## config.mk

```make
export PLATFORM = sky130hd
export DESIGN_NAME = dmem_copy_engine
export DESIGN_NICKNAME = d
export VERILOG_FILES = /design/src/rtl/dmem_copy_engine.sv
export SDC_FILE = /design/constraint.sdc
export NUM_CORES = 1
export LEC_CHECK = 0
export BUFFER_PORTS_ARGS = -buffer_cell sky130_fd_sc_hd__buf_2
export CORE_MARGIN = 3
export CORE_UTILIZATION = 45
export CTS_CLUSTER_SIZE = 24
export DETAILED_ROUTE_END_ITERATION = 8
export SLEW_MARGIN = 10
export SYNTH_ARGS = -nofsm -noshare
export SYNTH_HDL_FRONTEND = slang
export SYNTH_SLANG_ARGS = --single-unit
```

## constraint.sdc

```tcl
create_clock -name clk -period 14.2 [get_ports clk]
set_input_delay 4.26 -clock clk [delete_from_list [all_inputs] [get_ports clk]]
set_output_delay 4.26 -clock clk [all_outputs]
set_load 0.02 [all_outputs]
```

## src/rtl/dmem_copy_engine.sv

```systemverilog
// Word-granular memory-to-memory copy engine with overlap-safe direction selection.
// One read per cycle; each word is written one cycle after it is read.
module dmem_copy_engine #(
    parameter int unsigned DEPTH = 1024,
    parameter int unsigned LEN_W = 11
) (
    input  logic             clk,
    input  logic             rst,
    input  logic             start,
    input  logic [31:0]      src,
    input  logic [31:0]      dst,
    input  logic [LEN_W-1:0] len,
    output logic             busy,
    output logic             done,
    output logic             err,
    output logic [31:0]      r_addr,
    output logic             re,
    input  logic [31:0]      mem_rdata,
    output logic [31:0]      wr_addr,
    output logic [31:0]      data_in,
    output logic             we
);

    localparam int unsigned AW  = 32;
    localparam int unsigned EW  = AW + 1;

    typedef enum logic [1:0] {
        S_IDLE = 2'd0,
        S_COPY = 2'd1,
        S_DONE = 2'd2,
        S_ERR  = 2'd3
    } state_t;

    state_t           state_q, state_d;
    logic [AW-1:0]    rd_ptr_q, rd_ptr_d;
    logic [AW-1:0]    wr_ptr_q, wr_ptr_d;
    logic [LEN_W-1:0] rd_left_q, rd_left_d;
    logic             desc_q, desc_d;
    logic             re_q, re_d;
    logic [AW-1:0]    r_addr_q, r_addr_d;
    logic             we_q, we_d;
    logic [AW-1:0]    wr_addr_q, wr_addr_d;
    logic [AW-1:0]    hold_q, hold_d;
    logic             busy_q, busy_d;
    logic             done_q, done_d;
    logic             err_q, err_d;

    logic [EW-1:0]    src_end_c;
    logic [EW-1:0]    dst_end_c;
    logic             req_bad_c;
    logic             req_desc_c;
    logic [AW-1:0]    len_m1_c;
    logic [AW-1:0]    rd_start_c;
    logic [AW-1:0]    wr_start_c;

    // Request qualification in 33-bit arithmetic so src+len cannot wrap.
    assign src_end_c  = {1'b0, src} + EW'(len);
    assign dst_end_c  = {1'b0, dst} + EW'(len);
    assign req_bad_c  = (len == '0) || (src_end_c > EW'(DEPTH)) || (dst_end_c > EW'(DEPTH));
    // Descend only when dst lands inside the source window above src.
    assign req_desc_c = ({1'b0, src} < {1'b0, dst}) && ({1'b0, dst} < src_end_c);
    assign len_m1_c   = AW'(len) - AW'(1);
    assign rd_start_c = req_desc_c ? (src + len_m1_c) : src;
    assign wr_start_c = req_desc_c ? (dst + len_m1_c) : dst;

    always_comb begin
        state_d   = state_q;
        rd_ptr_d  = rd_ptr_q;
        wr_ptr_d  = wr_ptr_q;
        rd_left_d = rd_left_q;
        desc_d    = desc_q;
        re_d      = 1'b0;
        r_addr_d  = '0;
        // A read issued this cycle becomes the write of the next cycle.
        we_d      = re_q;
        wr_addr_d = re_q ? wr_ptr_q : '0;
        hold_d    = re_q ? mem_rdata : '0;
        if (re_q) begin
            wr_ptr_d = desc_q ? (wr_ptr_q - AW'(1)) : (wr_ptr_q + AW'(1));
        end

        unique case (state_q)
            S_IDLE: begin
                if (start) begin
                    if (req_bad_c) begin
                        state_d = S_ERR;
                    end else begin
                        state_d   = S_COPY;
                        desc_d    = req_desc_c;
                        re_d      = 1'b1;
                        r_addr_d  = rd_start_c;
                        rd_ptr_d  = req_desc_c ? (rd_start_c - AW'(1)) : (rd_start_c + AW'(1));
                        wr_ptr_d  = wr_start_c;
                        rd_left_d = len - LEN_W'(1);
                    end
                end
            end
            S_COPY: begin
                if (rd_left_q != '0) begin
                    re_d      = 1'b1;
                    r_addr_d  = rd_ptr_q;
                    rd_ptr_d  = desc_q ? (rd_ptr_q - AW'(1)) : (rd_ptr_q + AW'(1));
                    rd_left_d = rd_left_q - LEN_W'(1);
                end
                // Last write is on the bus with no read behind it.
                if (we_q && !re_q) begin
                    state_d = S_DONE;
                end
            end
            S_DONE:  state_d = S_IDLE;
            S_ERR:   state_d = S_IDLE;
            default: state_d = S_IDLE;
        endcase

        busy_d = (state_d == S_COPY);
        done_d = (state_d == S_DONE);
        err_d  = (state_d == S_ERR);
    end

    always_ff @(posedge clk) begin
        if (rst) begin
            state_q   <= S_IDLE;
            rd_ptr_q  <= '0;
            wr_ptr_q  <= '0;
            rd_left_q <= '0;
            desc_q    <= 1'b0;
            re_q      <= 1'b0;
            r_addr_q  <= '0;
            we_q      <= 1'b0;
            wr_addr_q <= '0;
            hold_q    <= '0;
            busy_q    <= 1'b0;
            done_q    <= 1'b0;
            err_q     <= 1'b0;
        end else begin
            state_q   <= state_d;
            rd_ptr_q  <= rd_ptr_d;
            wr_ptr_q  <= wr_ptr_d;
            rd_left_q <= rd_left_d;
            desc_q    <= desc_d;
            re_q      <= re_d;
            r_addr_q  <= r_addr_d;
            we_q      <= we_d;
            wr_addr_q <= wr_addr_d;
            hold_q    <= hold_d;
            busy_q    <= busy_d;
            done_q    <= done_d;
            err_q     <= err_d;
        end
    end

    assign busy    = busy_q;
    assign done    = done_q;
    assign err     = err_q;
    assign re      = re_q;
    assign r_addr  = r_addr_q;
    assign we      = we_q;
    assign wr_addr = wr_addr_q;
    assign data_in = hold_q;

endmodule
```

**Word-level counts from Yosys, hierarchy flattened**

Index checks and enable logic that the tools add are counted.
W data, S select, Z words.

- $add $sub $neg: 13
- $lt $le $gt $ge: 4
- Eq/ne operators: 9
- Multiplexer cells: 29
- Bitwise gates (word level): 2
- Reduce and logical (&&, ||, !) cells: 13

Operators with widths:

| kind | number |
|---|---|
| $mux W32 | 15 |
| $pmux W32 S2 | 2 |
| $add A32 B1 Y32 const B | 3 |
| $sub A32 B1 Y32 const B | 3 |
| $add A32 B11 Y33 | 2 |
| $gt A33 B11 Y1 const B | 2 |
| $add A32 B32 Y32 | 2 |
| $lt A32 B33 Y1 | 1 |
| $mux W11 | 3 |
| $lt A32 B32 Y1 | 1 |
| $pmux W11 S2 | 1 |
| $sub A11 B1 Y11 const B | 2 |
| $sub A11 B1 Y12 const B | 1 |
| $logic_not A11 Y1 | 1 |
| $reduce_bool A11 Y1 | 1 |
| $eq A2 B2 Y1 const B | 4 |
| $mux W2 | 3 |
| $ne A2 B2 Y1 const B | 3 |
| $pmux W2 S3 | 1 |
| $eq A2 B1 Y1 const B | 2 |
| $reduce_and A4 Y1 | 1 |
| $reduce_or A2 Y1 | 2 |
| $mux W1 | 3 |
| $reduce_and A3 Y1 | 1 |
| other kinds (7) | 10 |

- Flip-flop bits (word level): 179
- Bits of input ports: 110
- Output and inout port bits: 101
- Word-level logic and storage cells: 83

**Longest topological paths before layout**

- Word-level depth: 9
- Gate-level depth with buffers: 35
- Depth with buffers taken out: 33

**Least setup slack after synthesis**

No wires, ideal clock.

- Kind: input -> register
- Start: input port src[2]
- End: register rd_ptr_q[30]
- Setup time: 0.088 ns
- Data arrival time: 11.366 ns
- Data required time: 14.112 ns
- Path slack: 2.746 ns
- Cell stages on the path: 31
- Buffers on the path: 3
- Path through: ha_1 -> o21ai_0 -> o21ai_1 -> o311a_1 -> o32a_1 -> buf_2 -> and2_1 -> and3_1 -> xnor2_1 -> ha_1 -> nand4_1 -> or2_2 -> nor3_1 -> o221ai_1 -> o21ai_2 -> clkbuf_1 -> inv_1 -> clkbuf_1 -> ha_1 -> nor2b_1 -> o21a_1 -> o21ai_0 -> a21boi_0 -> a311o_1 -> a32oi_1 -> o21ai_0 -> a221o_1 -> a21oi_1 -> xnor2_1 -> o21ai_0 -> a311oi_2

- Cells in the longest elaborated chain, start to end: 9
- Elaborated cells on any way between the ends: 17
- Those cells by class: add/sub: 4; order compare: 3; eq/ne: 1; mux: 5; reduce/logical: 4

Ends and longest elaborated chain:

| what | line | RTL |
|---|---|---|
| start: declaration | 10 | `input logic [31:0] src,` |
| $add A32 B11 Y33 | 57 | `assign src_end_c = {1'b0, src} + EW'(len);` |
| $lt A32 B33 Y1 | 61 | `assign req_desc_c = ({1'b0, src} < {1'b0, dst}) && ({1'b0, dst} < src_end_c);` |
| $logic_and A1 B1 Y1 (*) | 61 |  |
| named net req_desc_c | 51 | `logic req_desc_c;` |
| $mux W32 | 63 | `assign rd_start_c = req_desc_c ? (src + len_m1_c) : src;` |
| $add A32 B1 Y32 or $sub A32 B1 Y32 (tied branches) | 92 | `rd_ptr_d = req_desc_c ? (rd_start_c - AW'(1)) : (rd_start_c + AW'(1));` |
| $mux W32 (*) | 92 |  |
| $mux W32 (*) | 85 | `if (req_bad_c) begin` |
| $mux W32 (*) | 84 | `if (start) begin` |
| $pmux W32 S2 (*) | 82 | `unique case (state_q)` |
| end signal: assignment | 137 | `rd_ptr_q <= rd_ptr_d;` |
| end: declaration | 35 | `logic [AW-1:0] rd_ptr_q, rd_ptr_d;` |

Mark *: on every way through the listed nets, which the timed path passes. The rest lies on a longest branch. The select of a mux whose other input is x is not followed.
A chain may end at the register's enable or synchronous reset.

**Worst setup path after layout**

- Start: input port len[2]
- End: register rd_ptr_q[30]

- Cells in the longest elaborated chain, start to end: 9
- Elaborated cells on any way between the ends: 20
- Those cells by class: add/sub: 6; order compare: 3; eq/ne: 1; mux: 5; reduce/logical: 5

Ends and longest elaborated chain:

| what | line | RTL |
|---|---|---|
| start: declaration | 12 | `input logic [LEN_W-1:0] len,` |
| $add A32 B11 Y33 | 57 |  |
| $lt A32 B33 Y1 | 61 |  |
| $logic_and A1 B1 Y1 | 61 |  |
| $mux W32 | 63 |  |
| $add A32 B1 Y32 or $sub A32 B1 Y32 (tied branches) | 92 |  |
| $mux W32 | 92 |  |
| $mux W32 | 85 |  |
| $mux W32 | 84 |  |
| $pmux W32 S2 | 82 |  |

Parallel ways exist; a longest one is shown, timed or not. The select of a mux whose other input is x is not followed.

==> flow_summary.yaml <==
placement:
  pre_cts_slack_ns: 2.00
  place_area_um2: 20300
  finalWeightedCongestion: 1.01
  hpwl_um: 49600
  io_buffers: 210
flow_run:
  maxCapViolCount: 0
yosys:
  synth_compound_area_frac: 0.280
  seq_area_frac_synth: 0.189
  synth_top_family_by_area: "compound AO/OA/AOI/OAI gates"
  synth_mux_area_frac: 0.0136
  synth_fa_ha_area_frac: 0.164
  synth_flop_cell: "dfxtp_1"
  yosys.area_share.simple: 0.229
  ys_warn_count: 0
  netlist_instances: 2455
  synth_xor_area_frac: 0.0804
  syn_area_um2: 18900
  synth_seq_cells: 179
  avgSynthCellArea_um2: 7.71
  synthDistinctLibCells: 93
  synth_edf_count: 0
  syn_nets: 2809
  synthArstFlopShare: 0
timing:
  worst_slack_ns: 2.36
  maxSlewViolCount: 0
  worst_pin_slew_ns: 1.02
  tns_ns: 0
  hold_viol_final: 0
  fin_skew_ns: 0.0212
  finalCritPeriodShare: 0.834
  relSlewSlack: 0.320
  fmax_mhz: 84.4
  rsz0062_at_grt: "no"
  setup-violations-final: 0
  fin_crit_ns: 11.84
global_route:
  grt_start_max_net_pins: 66
  grtUsageMet1: 0.396
  top_usage_layer: "met2"
  use_met3: 0.0480
  grt_use_total: 0.281
  grt_pass1_vias: 18000
  met2_usage: 0.453
  grt_pass1_wl_um: 100000
  antenna_found_initial: 1
  grt-ovfl-total: 0
hold_path:
  worstHoldPathType: "reg2reg"
  hold_depth: 2
clock_network:
  cts_sinks: 179
  cts_inserted_buffers: 17
  holdBufCountCts: 0
  cts-htree-levels: 4
  cts_setup_buffers: 0
  cts_tree: "done"
  clk_path_buf_depth: 2
  clk_pin_slew_ns: 0.09
  clock_latency_ns: 0.49
  cts-resized-gates: 0
  root_buffer: "clkbuf_16"
finish:
  diodes: 0
  final_cell_mix: "ha_1, nor2_1, buf_2"
  fin_area_um2: 20900
  layout.nets: 2953
  drive_above_1_share: 0.122
  area_growth_pct: 10.7
  layout_commonest_cell: "ha_1"
  fill_cells: 4023
critical_path:
  path_class: "in2reg"
  worstSetupEndpointType: "flop"
  crit_arrival_ns: 12.25
  cp-start-kind: "input pin"
  required_ns: 14.61
  max_stage_delay_ns: 0.61
  r2r_cells: 14
  cp_slowest_cell: "o21ai_4"
  cp_common_cell: "o21ai_0"
  path_max_fanout: 22
routing:
  routed_wl_um: 63300
  first_pass_iters: 5
  wl_per_cell_um: 20.1
  detail-route-antenna-nets: 0
  first_iter_violations: 1356
  vias_per_cell: 6.07
  vias: 19100
  drc: 0
floorplan:
  start_util: 0.459
  design.die.area_um2: 44500
  core_um2: 41200
  die_h_um: 211
  ios: 211
  die_w_um: 211
  rows: 74
pwr:
  power.density_nw_per_um2: 76.7
  p_leak_uw: 0.00938
  ir_drop_mv: 0.0651
status:
  status: "completed"
layer usage:
metal	vias to the layer above	wire length, µm
li1	9395	-
met1	9018	29900
met2	592	28200
met3	76	4140
met4	0	1100
met5	-	0
worst paths after layout:
check / from / endpoint / slack (ns)
max: len[2] / rd_ptr_q[30]$_SDFFE_PP0P_ / 2.36
min: rd_ptr_q[15]$_SDFFE_PP0P_ / rd_ptr_q[15]$_SDFFE_PP0P_ / 0.49
max reg2reg: desc_q$_SDFFE_PP0P_ / rd_ptr_q[28]$_SDFFE_PP0P_ / 9.50
min reg2reg: rd_ptr_q[15]$_SDFFE_PP0P_ / rd_ptr_q[15]$_SDFFE_PP0P_ / 0.49
cell type report:
| type | instances | area [µm²] | area share |
|---|---|---|---|
| clock inverter | 13 | 181 | 0.00866 |
| clock buffer | 19 | 443 | 0.0211 |
| sequential | 179 | 3590 | 0.171 |
| timing repair buffer | 222 | 1140 | 0.0545 |
| multi-input combinational | 2081 | 14600 | 0.695 |
| inverter | 98 | 368 | 0.0176 |
| tap | 532 | 666 | 0.0318 |
kinds of logic (layout without fill, tap and decap cells):
| group | count (synthesis) | in the layout |
|---|---|---|
| and+or+nand+nor | 861 | 861 |
| AOI/OAI and AO/OA | 779 | 779 |
| adders and majority gates | 244 | 244 |
| buffers and inverters | 195 | 352 |
| DFF | 179 | 179 |
| xor gates and xnor gates | 172 | 172 |
| muxes | 25 | 25 |
Yosys cell counts (7+ instances only):
| master | count | area share |
|---|---|---|
| a211oi_1 | 84 | 0.033 |
| a211oi_2 | 8 | 0.0053 |
| a21o_1 | 70 | 0.028 |
| a21oi_1 | 187 | 0.049 |
| a22oi_1 | 30 | 0.012 |
| a311oi_1 | 7 | 0.0032 |
| a31oi_1 | 28 | 0.0093 |
| and2_1 | 77 | 0.025 |
| and3_1 | 33 | 0.011 |
| and4_1 | 8 | 0.0037 |
| buf_1 | 8 | 0.0016 |
| buf_2 | 19 | 0.0050 |
| clkbuf_1 | 60 | 0.012 |
| dfxtp_1 | 179 | 0.19 |
| fa_1 | 7 | 0.0074 |
| ha_1 | 237 | 0.16 |
| inv_1 | 98 | 0.019 |
| mux2i_1 | 20 | 0.011 |
| nand2_1 | 181 | 0.036 |
| nand2b_1 | 24 | 0.0079 |
| nand3_1 | 62 | 0.016 |
| nand4_1 | 26 | 0.0086 |
| nor2_1 | 220 | 0.044 |
| nor2_2 | 7 | 0.0023 |
| nor2b_1 | 41 | 0.014 |
| nor3_1 | 87 | 0.023 |
| nor3b_1 | 14 | 0.0056 |
| nor4_1 | 21 | 0.0069 |
| o2111ai_1 | 25 | 0.012 |
| o211a_1 | 7 | 0.0037 |
| o211ai_1 | 22 | 0.0087 |
| o21a_1 | 46 | 0.018 |
| o21ai_0 | 123 | 0.033 |
| o21bai_1 | 24 | 0.0095 |
| o221ai_1 | 10 | 0.0046 |
| o22ai_1 | 11 | 0.0036 |
| o31ai_1 | 14 | 0.0056 |
| o41ai_1 | 8 | 0.0037 |
| or2_2 | 9 | 0.0030 |
| or3_1 | 19 | 0.0063 |
| xnor2_1 | 116 | 0.054 |
| xor2_1 | 55 | 0.025 |
critical path: cells and delay by family:
family | cells | cell delay [ns]
compound gates | 16 | 4.83
xor+xnor | 2 | 0.27
fa+ha+maj | 3 | 1.10
buf+inv | 2 | 0.54
simple gates | 6 | 1.20
power by group:
part | internal (µW) | switching [µW] | total, µW
Sequential | 502 | 0.768 | 503
Combinational | 215 | 369 | 584
Clock | 274 | 245 | 519
Total | 991 | 614 | 1610
through the flow:
stage               hold slack (ns)  total power, µW  utilization  instances
floorplan                     0.450              919            -       2455
global placement              0.464             1080        0.493       3112
detailed placement            0.472             1090        0.493       3112
CTS                           0.485             1610        0.508       3144
global route                  0.509             1700        0.508       3144
finish                        0.489             1610        0.508       3144
sequential cells by signal, indices dropped and copies added, names as in the netlist:
register	count
done	1
state_q	2
wr_addr	32
wr_ptr_q	32
err	1
we	1
busy	1
desc_q	1
rd_ptr_q	32
rd_left_q	11
data_in	32
re	1
r_addr	32
Power figures use the tool's default switching activity.
